### src/rtl/ps2_host_tx.sv
// PS/2 host-to-device transmitter.
// Sends one command byte to the device: clock inhibit, start bit, 8 data bits
// LSB first, odd parity, stop bit, then samples the device ACK.
// Both PS/2 lines are open-drain; the *_low outputs pull the pad low when 1.
//
// Handshake: i_tx_data is taken on a cycle where i_tx_valid && o_tx_ready are
// both 1. o_tx_ready is high only in IDLE, so a request held while busy is
// simply not taken. o_done pulses for one cycle at the end of a transaction,
// and o_ack_err/o_timeout are meaningful in that cycle.
module ps2_host_tx #(
  parameter int INHIBIT_CYCLES = 12000,
  parameter int TIMEOUT_CYCLES = 1500000,
  parameter int FILTER_LEN     = 8
) (
  input  logic       i_clk,
  input  logic       i_reset,
  input  logic [7:0] i_tx_data,
  input  logic       i_tx_valid,
  output logic       o_tx_ready,
  input  logic       i_ps2_clk_in,
  input  logic       i_ps2_dat_in,
  output logic       o_ps2_clk_low,
  output logic       o_ps2_dat_low,
  output logic       o_busy,
  output logic       o_done,
  output logic       o_ack_err,
  output logic       o_timeout,
  output logic [2:0] o_dbg_state
);

  typedef enum logic [2:0] {
    S_IDLE      = 3'd0,
    S_INHIBIT   = 3'd1,
    S_REQ       = 3'd2,
    S_SHIFT     = 3'd3,
    S_WAIT_IDLE = 3'd4,
    S_DONE      = 3'd5
  } state_t;

  localparam int IW = $clog2(INHIBIT_CYCLES + 1);
  localparam int WW = $clog2(TIMEOUT_CYCLES + 1);
  localparam int FW = $clog2(FILTER_LEN + 1);

  // Last inhibit cycle, and the cycle before it where the start bit is loaded
  // so that the registered data output is low on the last inhibit cycle.
  localparam logic [IW-1:0] INH_LAST  = IW'(INHIBIT_CYCLES - 1);
  localparam logic [IW-1:0] INH_START = IW'(INHIBIT_CYCLES - 2);
  localparam logic [WW-1:0] WD_LAST   = WW'(TIMEOUT_CYCLES - 1);
  localparam logic [FW-1:0] FLT_LAST  = FW'(FILTER_LEN - 1);

  // Synchroniser and filter state
  logic          r_clk_s1, r_clk_s2;
  logic          r_dat_s1, r_dat_s2;
  logic          r_clk_filt;
  logic [FW-1:0] r_filt_cnt;
  logic          r_fall;

  // FSM and datapath registers
  state_t        r_state, w_state_next;
  logic [IW-1:0] r_cnt, w_cnt_next;
  logic [WW-1:0] r_wd, w_wd_next;
  logic [3:0]    r_n, w_n_next;
  logic [3:0]    w_n_inc;
  logic [7:0]    r_data, w_data_next;
  logic          r_parity, w_parity_next;
  logic          r_dat_low, w_dat_low_next;
  logic          r_ack_err, w_ack_err_next;
  logic          r_timeout, w_timeout_next;

  // Two-flop synchronisers; idle (released) lines read high.
  always_ff @(posedge i_clk) begin
    if (i_reset) begin
      r_clk_s1 <= 1'b1;
      r_clk_s2 <= 1'b1;
      r_dat_s1 <= 1'b1;
      r_dat_s2 <= 1'b1;
    end else begin
      r_clk_s1 <= i_ps2_clk_in;
      r_clk_s2 <= r_clk_s1;
      r_dat_s1 <= i_ps2_dat_in;
      r_dat_s2 <= r_dat_s1;
    end
  end

  // Clock filter: flip only after FILTER_LEN consecutive differing samples;
  // r_fall strobes for one cycle when the filtered clock goes 1 -> 0.
  always_ff @(posedge i_clk) begin
    if (i_reset) begin
      r_clk_filt <= 1'b1;
      r_filt_cnt <= '0;
      r_fall     <= 1'b0;
    end else begin
      r_fall <= 1'b0;
      if (r_clk_s2 == r_clk_filt) begin
        r_filt_cnt <= '0;
      end else if (r_filt_cnt == FLT_LAST) begin
        r_clk_filt <= r_clk_s2;
        r_filt_cnt <= '0;
        r_fall     <= r_clk_filt;
      end else begin
        r_filt_cnt <= r_filt_cnt + 1'b1;
      end
    end
  end

  // State and datapath registers.
  always_ff @(posedge i_clk) begin
    if (i_reset) begin
      r_state   <= S_IDLE;
      r_cnt     <= '0;
      r_wd      <= '0;
      r_n       <= '0;
      r_data    <= '0;
      r_parity  <= 1'b0;
      r_dat_low <= 1'b0;
      r_ack_err <= 1'b0;
      r_timeout <= 1'b0;
    end else begin
      r_state   <= w_state_next;
      r_cnt     <= w_cnt_next;
      r_wd      <= w_wd_next;
      r_n       <= w_n_next;
      r_data    <= w_data_next;
      r_parity  <= w_parity_next;
      r_dat_low <= w_dat_low_next;
      r_ack_err <= w_ack_err_next;
      r_timeout <= w_timeout_next;
    end
  end

  // Next-state logic: request sequence, bit shifting on filtered falls, watchdog.
  always_comb begin
    w_state_next   = r_state;
    w_cnt_next     = r_cnt;
    w_wd_next      = '0;
    w_n_next       = r_n;
    w_n_inc        = r_n + 4'd1;
    w_data_next    = r_data;
    w_parity_next  = r_parity;
    w_dat_low_next = r_dat_low;
    w_ack_err_next = r_ack_err;
    w_timeout_next = r_timeout;
    case (r_state)
      S_IDLE: begin
        w_dat_low_next = 1'b0;
        if (i_tx_valid) begin
          w_data_next    = i_tx_data;
          w_parity_next  = ~^i_tx_data;
          w_ack_err_next = 1'b0;
          w_timeout_next = 1'b0;
          w_cnt_next     = '0;
          w_state_next   = S_INHIBIT;
        end
      end
      S_INHIBIT: begin
        w_cnt_next = r_cnt + 1'b1;
        if (r_cnt == INH_START) w_dat_low_next = 1'b1;
        if (r_cnt == INH_LAST) begin
          w_dat_low_next = 1'b1;
          w_state_next   = S_REQ;
        end
      end
      S_REQ: begin
        // Clock released, start bit held; watchdog runs from this cycle.
        w_dat_low_next = 1'b1;
        w_n_next       = '0;
        w_wd_next      = r_wd + 1'b1;
        w_state_next   = S_SHIFT;
      end
      S_SHIFT: begin
        w_wd_next = r_wd + 1'b1;
        if (r_wd == WD_LAST) begin
          w_dat_low_next = 1'b0;
          w_timeout_next = 1'b1;
          w_ack_err_next = 1'b0;
          w_wd_next      = '0;
          w_state_next   = S_DONE;
        end else if (r_fall) begin
          w_n_next = w_n_inc;
          if (w_n_inc <= 4'd8) begin
            // Bit n-1 is r_n, since r_n holds n-1 before the increment.
            w_dat_low_next = ~r_data[r_n[2:0]];
          end else if (w_n_inc == 4'd9) begin
            w_dat_low_next = ~r_parity;
          end else if (w_n_inc == 4'd10) begin
            w_dat_low_next = 1'b0;
          end else begin
            // ACK slot: device pulls data low on success.
            w_dat_low_next = 1'b0;
            w_ack_err_next = r_dat_s2;
            w_wd_next      = '0;
            w_state_next   = S_WAIT_IDLE;
          end
        end
      end
      S_WAIT_IDLE: begin
        w_dat_low_next = 1'b0;
        if (r_clk_s2 && r_dat_s2) w_state_next = S_DONE;
      end
      S_DONE: begin
        w_dat_low_next = 1'b0;
        w_state_next   = S_IDLE;
      end
      default: begin
        w_dat_low_next = 1'b0;
        w_state_next   = S_IDLE;
      end
    endcase
  end

  assign o_tx_ready    = (r_state == S_IDLE);
  assign o_busy        = (r_state != S_IDLE);
  assign o_done        = (r_state == S_DONE);
  assign o_ps2_clk_low = (r_state == S_INHIBIT);
  assign o_ps2_dat_low = r_dat_low;
  assign o_ack_err     = r_ack_err;
  assign o_timeout     = r_timeout;
  assign o_dbg_state   = r_state;

endmodule

### config.mk
export PLATFORM = sky130hd
export DESIGN_NAME = ps2_host_tx
export DESIGN_NICKNAME = d
export VERILOG_FILES = /design/src/rtl/ps2_host_tx.sv
export SDC_FILE = /design/constraint.sdc
export NUM_CORES = 1
export LEC_CHECK = 0
export ABC_AREA = 1
export BUFFER_PORTS_ARGS = -buffer_cell sky130_fd_sc_hd__buf_2
export CORE_UTILIZATION = 46
export CTS_BUF_LIST = sky130_fd_sc_hd__clkbuf_4 sky130_fd_sc_hd__clkbuf_8
export DETAILED_ROUTE_END_ITERATION = 12
export GPL_TIMING_DRIVEN = 1
export HOLD_SLACK_MARGIN = 0.12
export SETUP_SLACK_MARGIN = 0.15
export SYNTH_ARGS = -nofsm -noshare
export SYNTH_HDL_FRONTEND = slang
export SYNTH_SLANG_ARGS = --single-unit
### constraint.sdc
create_clock -name i_clk -period 2.4 [get_ports i_clk]
set_clock_uncertainty 0.1 [all_clocks]
set_input_delay 0.6 -clock i_clk [delete_from_list [all_inputs] [get_ports i_clk]]
set_output_delay 0.6 -clock i_clk [all_outputs]
set_load 0.005 [all_outputs]
==> results.yml <==
run_status:
  outcome: "finished clean"
finish:
  fin_nets: 542
  multiInputGateArea_um2: 1807
  drive_above_1_share: 0.1765
  n_antenna_cell: 0
  syn_to_final_growth_pct: 11.84
  fill_cells: 741
  regArea_um2: 1282
detailed_routing:
  vias_per_cell: 4.976
  ant_nets: 0
  detail_route.first_pass.iterations: 4
  wire_per_inst_um: 11.89
  drt_wl_total_mm: 7.445
  drtIter0Drc: 141
  drc: 0
  vias: 3115
timing:
  worst_pin_slew_ps: 381.2
  rsz0062_at_grt: "no"
  fin_crit_sh: 0.8878
  maxSlewViolCount: 0
  hold_viol_final: 0
  setup-violations-final: 0
  fmax_mhz: 469.3
  finalSetupTns_ps: 0
  maxSlewHeadroom: 0.7456
  fin_crit_ps: 2131
  layout_setup_ws_ps: 269.3
synth:
  syn_area_per_cell_um2: 6.998
  synthTopCellsByCount: "nand2_1 (104), inv_1 (72), dfxtp_1 (64)"
  yosysMostFrequentCell: "nand2_1"
  synth-seq-cells: 64
  synth_top_area_frac: 0.3706
  synthArstFlopShare: 0
  synth_edf_count: 0
  yosys_warnings: 0
  synth_fp_nets: 514
  synthCells: 494
  yosysTopAreaCell: "dfxtp_1"
  synth_ff_type: "dfxtp_1"
  seq_area_frac_synth: 0.3706
  ys_types: 34
  syn_area_um2: 3457
  ys_top_cells_by_area: "dfxtp_1 (37%), nand2_1 (11%), inv_1 (7.8%)"
grt:
  antenna_found_initial: 0
  grt_pass1_vias: 2754
  grt_use_total: 0.2066
  grt_max_degree: 32
  grt_most_used_layer: "met2"
  grtUsageMet2: 0.3517
  grt_overflow_total: 0
  met1_usage: 0.2543
  grtUsageMet3: 0.04478
  grt_pass1_wl_mm: 12.34
critical_path:
  crit_start: "o_dbg_state[0]"
  critical_path.max_fanout: 12
  cp.arrival_ps: 1430
  reg2reg_from: "r_wd[0]"
  worstSetupPathType: "reg2out"
  crit_required_ps: 1700
  worst_setup_path_end_kind: "primary output"
  cp-start-kind: "flip-flop"
clocking:
  tritoncts: "done"
  cts_root_buf: "clkbuf_8"
  cts.sinks: 64
  cts-htree-levels: 3
  clock_latency_ps: 350
  path_clk_slew_ps: 70
  clk_path_buf_depth: 2
  cts_buffers: 9
die:
  core_area_um2: 7253
  dieArea_um2: 7866
  die_w_um: 88.69
  placementRows: 31
  pin_count: 23
  initial_core_util: 0.4766
  die_h_um: 88.69
flow_run:
  cap_violations: 0
placement:
  place_ws_ps: 399.4
  dp_hpwl_mm: 5.433
  place.gp.congestion: 0.8243
  io_buffers: 22
power:
  irDropWorstVdd_uv: 336.8
  leakagePower_nw: 1.643
  power_density_nw_per_um2: 737.6
worst_hold_path:
  hold_class: "reg2reg"
  worstHoldStart: "r_clk_s1"
-- registers in the layout, summed over array words and instances, names as in the netlist --
signal,flops
r_clk_filt,1
r_dat_s1,1
r_wd,21
r_n,4
r_dat_s2,1
o_timeout,1
r_data,8
r_fall,1
o_ps2_dat_low,1
r_cnt,14
r_filt_cnt,4
o_dbg_state,3
r_clk_s1,1
r_parity,1
r_clk_s2,1
o_ack_err,1
-- metrics by stage --
step           power, W  cell area, µm²  utilization  std cells  hold WS (ps)
6_report       0.002852            3866       0.5330        626         310.1
5_1_grt        0.003051            3866       0.5330        626         319.9
4_1_cts        0.002900            3865       0.5329        626         313.7
3_5_place_dp   0.002045            3682       0.5077        610         299.2
3_3_place_gp   0.002036            3682       0.5077        610         292.5
2_1_floorplan  0.001817            3457            -        494         289.5
-- cells by family after synthesis --
kind of cell             count (synthesis)  synth area share
adder cells (fa/ha/maj)                  7           0.02533
AO/OA/AOI/OAI                           66            0.1028
flip-flops                              64            0.3706
buffers and inverters                   95            0.1068
XOR/XNOR                                14           0.03547
AND/OR/NAND/NOR                        248            0.3590
-- routing by layer --
metal,vias to the layer above,routed length (µm)
met5,-,0
met4,0,99
met3,12,240
met2,51,3548
met1,1404,3556
li1,1648,-
-- layout make-up --
type                            instances  area share
Clock buffer                           10     0.03560
Clock inverter                          6     0.01165
Inverter                               84     0.08155
Multi-Input combinational cell        335      0.4673
Sequential cell                        64      0.3317
Tap cell                               99     0.03204
Timing Repair Buffer                   28     0.04013
-- critical path, cell delays in order (launching register included) --
cell and delay, ps:
dfxtp_1 440, nand3_1 140, inv_1 320, buf_2 190
-- timing repair --
item / in CTS / in global routing
hold buffers: 0 / 0
endpoints found under the setup margin: 0 / 1
gates resized for setup: 0 / 1
buffers inserted: 0 / 0
-- power by group --
group / total, W / switching (W) / internal, W / leakage, nW
logic: 0.000782 / 0.000519 / 0.000263 / 1.04
clock network: 0.000844 / 0.000440 / 0.000404 / 0.0845
registers: 0.00123 / 0.0000733 / 0.00115 / 0.520
-- cell usage in the layout, fill, tap and decap left out, types with 2 or more instances in the layout --
cell / instances
a211oi_1: 3
a21oi_1: 35
buf_2: 22
buf_4: 6
clkbuf_8: 10
clkinv_4: 2
clkinvlp_4: 3
dfxtp_1: 63
ha_1: 7
inv_1: 72
inv_2: 11
nand2_1: 104
nand2_2: 5
nand3_1: 37
nand3_2: 3
nand4_1: 17
nand4_2: 6
nor2_1: 43
nor2_2: 6
nor2_4: 4
nor3_1: 8
nor3_2: 3
o211ai_1: 5
o21ai_0: 20
or2_2: 7
xnor2_1: 7
xor2_1: 7
-- path summary, 6_finish.rpt --
kind | cells past startpoint | endpoint | slack, ps
setup / recovery | 3 | o_ps2_clk_low | 270
setup reg to reg | 8 | r_wd[15] | 390
hold / removal | 1 | r_clk_s2 | 310
hold reg to reg | 1 | r_clk_s2 | 310
(Power assumes the default switching activity.)
